--- src/rtl/pwm_sequencer_pkg.sv ---
// Shared types and width helpers for the PWM compare-value sequencer.
// Optional interrupt support is enabled with the PWM_SEQUENCER_IRQ_EN macro.
package pwm_sequencer_pkg;

    // Default geometry of the sequencer
    localparam int unsigned DEF_OUTPUTS      = 4;
    localparam int unsigned DEF_WIDTH        = 16;
    localparam int unsigned DEF_DEPTH        = 8;
    localparam int unsigned DEF_REPEAT_WIDTH = 8;

    // cfg_field value that addresses the repeat count instead of a channel
    localparam int unsigned FIELD_REPEAT = DEF_OUTPUTS;

    // Width helpers for the default geometry
    localparam int unsigned INDEX_BITS  = $clog2(DEF_DEPTH);
    localparam int unsigned LENGTH_BITS = $clog2(DEF_DEPTH) + 1;

    // Sequencer states
    typedef enum logic [1:0] {
        IDLE  = 2'b00,
        ARMED = 2'b01,
        RUN   = 2'b10
    } state_e;

    // Bits needed to address one of depth table entries
    function automatic int unsigned index_bits(input int unsigned depth);
        return $clog2(depth);
    endfunction

    // Bits needed to hold a sequence length of 0..depth
    function automatic int unsigned length_bits(input int unsigned depth);
        return $clog2(depth) + 1;
    endfunction

    // Bits needed to select a channel or the repeat field
    function automatic int unsigned field_bits(input int unsigned outputs);
        return $clog2(outputs + 1);
    endfunction

endpackage

--- src/rtl/pwm_seq_table.sv ---
// Duty-cycle table for the PWM sequencer: per entry, OUTPUTS compare words
// plus a repeat count. One synchronous write port, one combinational read port.
module pwm_seq_table
    import pwm_sequencer_pkg::*;
#(
    parameter int unsigned OUTPUTS      = DEF_OUTPUTS,
    parameter int unsigned WIDTH        = DEF_WIDTH,
    parameter int unsigned DEPTH        = DEF_DEPTH,
    parameter int unsigned REPEAT_WIDTH = DEF_REPEAT_WIDTH
) (
    input  logic                       clk,
    input  logic                       rst,
    input  logic                       wr_en_i,
    input  logic [$clog2(DEPTH)-1:0]   wr_index_i,
    input  logic [$clog2(OUTPUTS+1)-1:0] wr_field_i,
    input  logic [WIDTH-1:0]           wr_data_i,
    input  logic [$clog2(DEPTH)-1:0]   rd_index_i,
    output logic [OUTPUTS*WIDTH-1:0]   rd_cmp_o,
    output logic [REPEAT_WIDTH-1:0]    rd_rpt_o
);

    localparam int unsigned FB = field_bits(OUTPUTS);

    logic [WIDTH-1:0]        cmp_q [DEPTH][OUTPUTS];
    logic [REPEAT_WIDTH-1:0] rpt_q [DEPTH];

    // Table storage: field values above OUTPUTS match nothing and are dropped
    always_ff @(posedge clk or negedge rst) begin
        if (!rst) begin
            for (int e = 0; e < int'(DEPTH); e++) begin
                for (int c = 0; c < int'(OUTPUTS); c++) begin
                    cmp_q[e][c] <= '0;
                end
                rpt_q[e] <= '0;
            end
        end else if (wr_en_i) begin
            for (int c = 0; c < int'(OUTPUTS); c++) begin
                if (wr_field_i == FB'(c)) begin
                    cmp_q[wr_index_i][c] <= wr_data_i;
                end
            end
            if (wr_field_i == FB'(OUTPUTS)) begin
                rpt_q[wr_index_i] <= wr_data_i[REPEAT_WIDTH-1:0];
            end
        end
    end

    // Read port: the entry the sequencer will load next
    always_comb begin
        rd_cmp_o = '0;
        for (int c = 0; c < int'(OUTPUTS); c++) begin
            rd_cmp_o[c*WIDTH +: WIDTH] = cmp_q[rd_index_i][c];
        end
        rd_rpt_o = rpt_q[rd_index_i];
    end

endmodule

--- src/rtl/pwm_sequencer.sv ---
// PWM compare-value sequencer: steps the compare outputs through a programmed
// table, advancing only on PWM period boundaries. One-shot or looping.
// Define PWM_SEQUENCER_IRQ_EN to add the sticky irq / irq_clear ports.
module pwm_sequencer
    import pwm_sequencer_pkg::*;
#(
    parameter int unsigned OUTPUTS      = DEF_OUTPUTS,
    parameter int unsigned WIDTH        = DEF_WIDTH,
    parameter int unsigned DEPTH        = DEF_DEPTH,
    parameter int unsigned REPEAT_WIDTH = DEF_REPEAT_WIDTH
) (
    input  logic                         clk,
    input  logic                         rst,
    input  logic                         cfg_we,
    input  logic [$clog2(DEPTH)-1:0]     cfg_index,
    input  logic [$clog2(OUTPUTS+1)-1:0] cfg_field,
    input  logic [WIDTH-1:0]             cfg_data,
    input  logic [$clog2(DEPTH):0]       seq_length,
    input  logic                         seq_loop,
    input  logic                         start,
    input  logic                         stop,
    input  logic                         period_end,
    output logic [OUTPUTS*WIDTH-1:0]     compare_value,
    output logic                         compare_update,
    output logic                         busy,
    output logic                         done,
`ifdef PWM_SEQUENCER_IRQ_EN
    output logic                         irq,
    input  logic                         irq_clear,
`endif
    output logic [$clog2(DEPTH)-1:0]     current_index
);

    localparam int unsigned IB = index_bits(DEPTH);
    localparam int unsigned LB = length_bits(DEPTH);

    state_e                   state_q, state_d;
    logic [IB-1:0]            idx_q, idx_d;
    logic [REPEAT_WIDTH-1:0]  rpt_q, rpt_d;
    logic [OUTPUTS*WIDTH-1:0] cmp_q, cmp_d;
    logic                     upd_q, upd_d;
    logic                     busy_q, busy_d;
    logic                     done_q, done_d;

    logic [LB-1:0]            eff_len_s;
    logic                     advance_s;
    logic [IB-1:0]            rd_idx_s;
    logic [OUTPUTS*WIDTH-1:0] rd_cmp_s;
    logic [REPEAT_WIDTH-1:0]  rd_rpt_s;

    pwm_seq_table #(
        .OUTPUTS      (OUTPUTS),
        .WIDTH        (WIDTH),
        .DEPTH        (DEPTH),
        .REPEAT_WIDTH (REPEAT_WIDTH)
    ) u_table (
        .clk        (clk),
        .rst        (rst),
        .wr_en_i    (cfg_we),
        .wr_index_i (cfg_index),
        .wr_field_i (cfg_field),
        .wr_data_i  (cfg_data),
        .rd_index_i (rd_idx_s),
        .rd_cmp_o   (rd_cmp_s),
        .rd_rpt_o   (rd_rpt_s)
    );

    // Clamp the requested length and decide whether another entry follows;
    // a length shrunk below index+1 makes the next advance wrap or finish
    always_comb begin
        eff_len_s = seq_length;
        if (seq_length > LB'(DEPTH)) begin
            eff_len_s = LB'(DEPTH);
        end else begin
            eff_len_s = seq_length;
        end
        advance_s = (({1'b0, idx_q} + LB'(1)) < eff_len_s);
        rd_idx_s  = '0;
        if ((state_q == RUN) && advance_s) begin
            rd_idx_s = idx_q + IB'(1);
        end else begin
            rd_idx_s = '0;
        end
    end

    // FSM next state, entry loading and repeat countdown; stop overrides all
    always_comb begin
        state_d = state_q;
        idx_d   = idx_q;
        rpt_d   = rpt_q;
        cmp_d   = cmp_q;
        upd_d   = 1'b0;
        done_d  = 1'b0;
        if (stop) begin
            state_d = IDLE;
        end else begin
            case (state_q)
                IDLE: begin
                    if (start && (eff_len_s != '0)) begin
                        state_d = ARMED;
                    end else begin
                        state_d = IDLE;
                    end
                end
                ARMED: begin
                    if (period_end) begin
                        state_d = RUN;
                        idx_d   = '0;
                        rpt_d   = rd_rpt_s;
                        cmp_d   = rd_cmp_s;
                        upd_d   = 1'b1;
                    end else begin
                        state_d = ARMED;
                    end
                end
                RUN: begin
                    if (!period_end) begin
                        state_d = RUN;
                    end else if (rpt_q != '0) begin
                        rpt_d = rpt_q - REPEAT_WIDTH'(1);
                    end else if (advance_s || seq_loop) begin
                        idx_d = rd_idx_s;
                        rpt_d = rd_rpt_s;
                        cmp_d = rd_cmp_s;
                        upd_d = 1'b1;
                    end else begin
                        state_d = IDLE;
                        done_d  = 1'b1;
                    end
                end
                default: begin
                    state_d = IDLE;
                end
            endcase
        end
        busy_d = (state_d != IDLE);
    end

    // State and output registers
    always_ff @(posedge clk or negedge rst) begin
        if (!rst) begin
            state_q <= IDLE;
            idx_q   <= '0;
            rpt_q   <= '0;
            cmp_q   <= '0;
            upd_q   <= 1'b0;
            busy_q  <= 1'b0;
            done_q  <= 1'b0;
        end else begin
            state_q <= state_d;
            idx_q   <= idx_d;
            rpt_q   <= rpt_d;
            cmp_q   <= cmp_d;
            upd_q   <= upd_d;
            busy_q  <= busy_d;
            done_q  <= done_d;
        end
    end

`ifdef PWM_SEQUENCER_IRQ_EN
    logic irq_q, irq_d;
    logic irq_set_s;

    // Sticky interrupt: set on completion or on a loop wrap (load of entry 0
    // from RUN); a set beats a simultaneous clear
    always_comb begin
        irq_set_s = done_d || (upd_d && (state_q == RUN) && (rd_idx_s == '0));
        if (irq_set_s) begin
            irq_d = 1'b1;
        end else if (irq_clear) begin
            irq_d = 1'b0;
        end else begin
            irq_d = irq_q;
        end
    end

    // Interrupt flag register
    always_ff @(posedge clk or negedge rst) begin
        if (!rst) begin
            irq_q <= 1'b0;
        end else begin
            irq_q <= irq_d;
        end
    end

    assign irq = irq_q;
`endif

    assign compare_value  = cmp_q;
    assign compare_update = upd_q;
    assign busy           = busy_q;
    assign done           = done_q;
    assign current_index  = idx_q;

endmodule
--- config.mk ---
export PLATFORM = sky130hd
export DESIGN_NAME = pwm_sequencer
export DESIGN_NICKNAME = d
export VERILOG_FILES = /design/src/rtl/pwm_sequencer_pkg.sv /design/src/rtl/pwm_seq_table.sv /design/src/rtl/pwm_sequencer.sv
export SDC_FILE = /design/constraint.sdc
export NUM_CORES = 1
export LEC_CHECK = 0
export ABC_AREA = 1
export BUFFER_PORTS_ARGS = -buffer_cell sky130_fd_sc_hd__buf_2
export CAP_MARGIN = 20
export CORE_MARGIN = 4
export CORE_UTILIZATION = 34
export CTS_CLUSTER_SIZE = 40
export DETAILED_ROUTE_END_ITERATION = 12
export HOLD_SLACK_MARGIN = 0.05
export PLACE_DENSITY_LB_ADDON = 0.12
export SYNTH_ARGS = -nofsm -noshare
export SYNTH_HDL_FRONTEND = slang
export SYNTH_SLANG_ARGS = --single-unit
--- constraint.sdc ---
create_clock -name clk -period 3 [get_ports clk]
set_input_delay 0.6 -clock clk [delete_from_list [all_inputs] [get_ports clk]]
set_output_delay 0.6 -clock clk [all_outputs]
set_load 0.01 [all_outputs]
==> run summary <==
The flow ran to the end, and the final reports show no timing, DRC or antenna violations. The count of pins on the block boundary came out at 103. The launching instance or port of the critical path is current_index[0]$_DFFE_PN0P_. In this run the most critical hold path is launched from stop.

The classification of the worst setup path is flop to flop. Across all layers, the routed design uses between 20k and 25k vias. The count of buffers added on input and output ports is 102.

The initial antenna violation count is 6. The average instance area after synthesis came out at 8.387 sq um. The cell area after synthesis came out at 28640 sq um. The worst-case IR drop observed on VDD is about 440 uV. The switching part of the total power is a little over a quarter. Summing all placed instances gives a cell area of ~30000 sq um.

The final cell utilization of the core came out at between 30 and 40%. The starting density of the core is 34.28%. The CTS buffer count is 77. The core region area is about 84000 sq um. Setup repair after global routing left no endpoint under its margin. The post-layout instance area is roughly 33000 sq um. The deepest level of the CTS H-tree came out at 3. The category of the worst setup path capture point is a flop.

The leakage power is roughly 16 nW. CTS saw ~660 sinks. The clock network is responsible for just over 40% of the overall power. Combinational logic burns 12.2% of the power. In this run the power density over the cells is 693.5 nW/um^2. From left edge to right edge, the die measures between 200 and 300 um. Across the routed clock network, the largest skew measured is between 0.02 and 0.025 ns. The die covers between 80000 and 90000 sq um. For hold timing, the worst endpoint is state_q[0]$_DFF_PN0_. The net count of the mapped netlist came out at 3457. The number of hold violations in the final report was 0.

The number of detailed-routing iterations run before antenna repair is 5. The flip-flop and latch count after synthesis is around 660. Across the run, the number of max-cap violations was 0.

The number of remaining DRC errors is 0. The starting DRC count in detailed routing is 2167. In this run the clock root is driven by a clkbuf_16. The layout net count came out at ~3.5k. After synthesis, the cell types taking the most area are dfrtp_1 (57%), nand2_1 (15%), o21ai_0 (12%), nand3_1 (4.2%), clkbuf_1 (2.8%). The CTS tree is built. The worst-case clock buffer depth came out at 3. The synthesis warning total came out at 0. The worst hold slack across all endpoints came out at just under 0.3 ns. The signal arrival time at the worst endpoint is roughly 3.4 ns. In this run, synthesis inferred 0 flip-flops with an integrated enable. The worst path meets setup with ~0.18 ns of slack.

Static timing analysis puts the maximum clock frequency at approximately 0.36 GHz. The portion of the post-synthesis area used by sequential elements is 57.32%. Setup violations remaining at the end of the flow were counted as 0. The setup slack on the worst flop-to-flop path is around 0.18 ns. The worst path uses 93.89% of the clock period. In this run the critical register-to-register path is launched from current_index[0]$_DFFE_PN0P_. Clock-pin slew was measured on the worst setup and hold paths at around 0.06 ns. After global routing the overflow that remains totals 0.

The area added between synthesis and finish is 16.62%. After detailed routing, the average wire length per cell comes to approximately 20 um. STA classifies the critical path startpoint as a flop.

At the worst endpoint, the required time is around 3.5 ns. The height of the chip came out at 298.2 um. The largest net degree at the start of global routing is 147.

The worst hold path was traced through 4 stages. In the final layout, the share of cells above drive strength 1 is 10.35%. The count of pins over their slew limit is 0. The final wirelength came out at approximately 91000 um.

The largest area contributor in the synthesized netlist is dfrtp_1. The count of unique library cells instantiated by Yosys is 32. The later pin in the worst-skew pair is clocked with a latency of approximately 0.6 ns. The cell count after synthesis came out at between 3k and 4k. The pre-CTS worst setup slack came out at -0.08845 ns. The switching power of the nets came out at roughly 0.0063 W.

The part of the power in registers is 46.8%. The largest fanout of any net on the critical path is 40. For this run, the leading register cell type out of synthesis is dfrtp_1.

The number of global-route vias before repair came out at 23.58k. The detailed placement HPWL is 52580 um. The worst slew slack as a fraction of its limit came out at around a third. The fraction of registers with async set/reset came out at 100.0%. The residual antenna-violating net count after detailed routing came out at 0. The actual slew at the worst max-slew pin is 0.9691 ns. The class of the worst hold path is input port to flop.

The depth of the most critical reg-to-reg path came out at 14. The number of rows created at floorplan came out at ~110. The total internal power came out at 0.01689 W. The placer congestion estimate is 0.7611. The worst register-to-register path ends at compare_value[56]$_DFFE_PN0P_. The overall track demand over capacity in global routing came out at between 20% and 30%. The final period demand of the worst path came out at 2.817 ns. The global-route wire length before repair came out at 143700 um. The top-area cell type share of the netlist area came out at a little under three fifths.

Using the TritonRoute via totals, the vias-per-cell ratio works out to 5.169. In this run, post-CTS repair resized a total of 0 instances.
worst max path at each step:
stage | endpoint | slack [ns] | cells after the start
finish | compare_value[56]$_DFFE_PN0P_ | 0.18 | 14
global route | compare_value[14]$_DFFE_PN0P_ | 0.02 | 15
CTS | compare_value[14]$_DFFE_PN0P_ | 0.003 | 14
detailed placement | compare_value[14]$_DFFE_PN0P_ | -0.09 | 15
global placement | compare_value[15]$_DFFE_PN0P_ | -0.06 | 15
floorplan | compare_value[41]$_DFFE_PN0P_ | 0.24 | 15
area by class of cell:
| type | count | area [sq um] |
|---|---|---|
| inverter | 145 | 553.0 |
| fill | 8462 | 50150 |
| antenna | 3 | 7.507 |
| timing repair buffer | 233 | 1969 |
| clock buffer | 111 | 2228 |
| sequential | 656 | 16420 |
| tap | 1080 | 1351 |
| multi-input combinational | 2338 | 10570 |
| clock inverter | 25 | 307.8 |
cells in the final DEF, fill, tap and decap left out, types with 2 or more instances in the layout:
cell type and instances:
nor2_8 2, nand2_1 1114, nor3_1 11, ha_1 9, clkbuf_16 80, diode_2 3, buf_12 37, dfrtp_1 656
clkbuf_8 11, bufinv_16 6, nor2_1 83, xor2_1 2, a31oi_1 4, o21ai_0 711, nand4_1 11, clkinvlp_4 4
a21oi_1 6, clkinv_2 12, buf_4 93, inv_6 4, inv_2 3, inv_1 139, buf_2 101, o22ai_1 128
clkbuf_1 20, nand3_1 243
power by group through the flow:
stage | Sequential (W) | Combinational (W) | Clock, W
6_report | 0.0109 | 0.00284 | 0.00948
3_3_place_gp | 0.0110 | 0.00281 | 0
5_1_grt | 0.0110 | 0.00330 | 0.0101
2_1_floorplan | 0.0108 | 0.00174 | 0
4_1_cts | 0.0108 | 0.00289 | 0.00973
3_5_place_dp | 0.0110 | 0.00288 | 0
Yosys cell counts, drive strengths merged (2+ instances only):
master / instances
nand2: 1114
o22ai: 128
a21oi: 8
nor3: 11
inv: 145
or2: 2
buf: 62
xor2: 2
ha: 9
nor2: 86
o21ai: 711
a31oi: 4
nand3: 243
clkbuf: 214
dfrtp: 656
nand4: 13
registers in the layout, indices dropped and copies added, names as in the netlist:
name	count
current_index	3
compare_value	64
u_table.rpt_q	64
state_q	2
busy	1
u_table.cmp_q	512
rpt_q	8
done	1
compare_update	1
critical path, stage by stage (launching register included):
cell and delay (ns):
dfrtp_1 0.38, buf_4 0.16, inv_4 0.08, nor2_1 0.05, ha_1 0.30, a21oi_2 0.31
inv_2 0.08, a21oi_4 0.17, nor2_1 0.10, nand2_1 0.11, o211ai_4 0.19, nor2_8 0.18
buf_12 0.30, nand3_1 0.17, nand3_1 0.11
metrics by stage:
step	TNS (ns)	instances	power, W
final	0	4591	0.02316
after global placement	-0.1522	4449	0.01376
after floorplan	0	3415	0.01258
after detailed placement	-0.2022	4449	0.01387
after CTS	0	4586	0.02347
after global routing	0	4588	0.02440
per-layer routing:
layer	track usage, %	share of wire, %	routed length, um
met5	0	0.031	28
met4	5.466	2.1	1938
met3	2.864	5.0	4600
met2	32.62	46	41670
met1	29.65	47	43190
cell families after synthesis:
logic type | count (synthesis) | synth area share [%]
simple gates | 1472 | 20.74
xor+xnor | 3 | 0.09176
fa+ha+maj | 9 | 0.3932
compound gates | 854 | 15.64
flops | 656 | 57.32
buf+inv | 421 | 5.819
what timing repair did:
item	CTS	global route
endpoints found under the hold margin	31	0
hold buffers	1	0
buffers inserted	0	2
endpoints found under the setup margin	0	60
(Power assumes the default switching activity.)
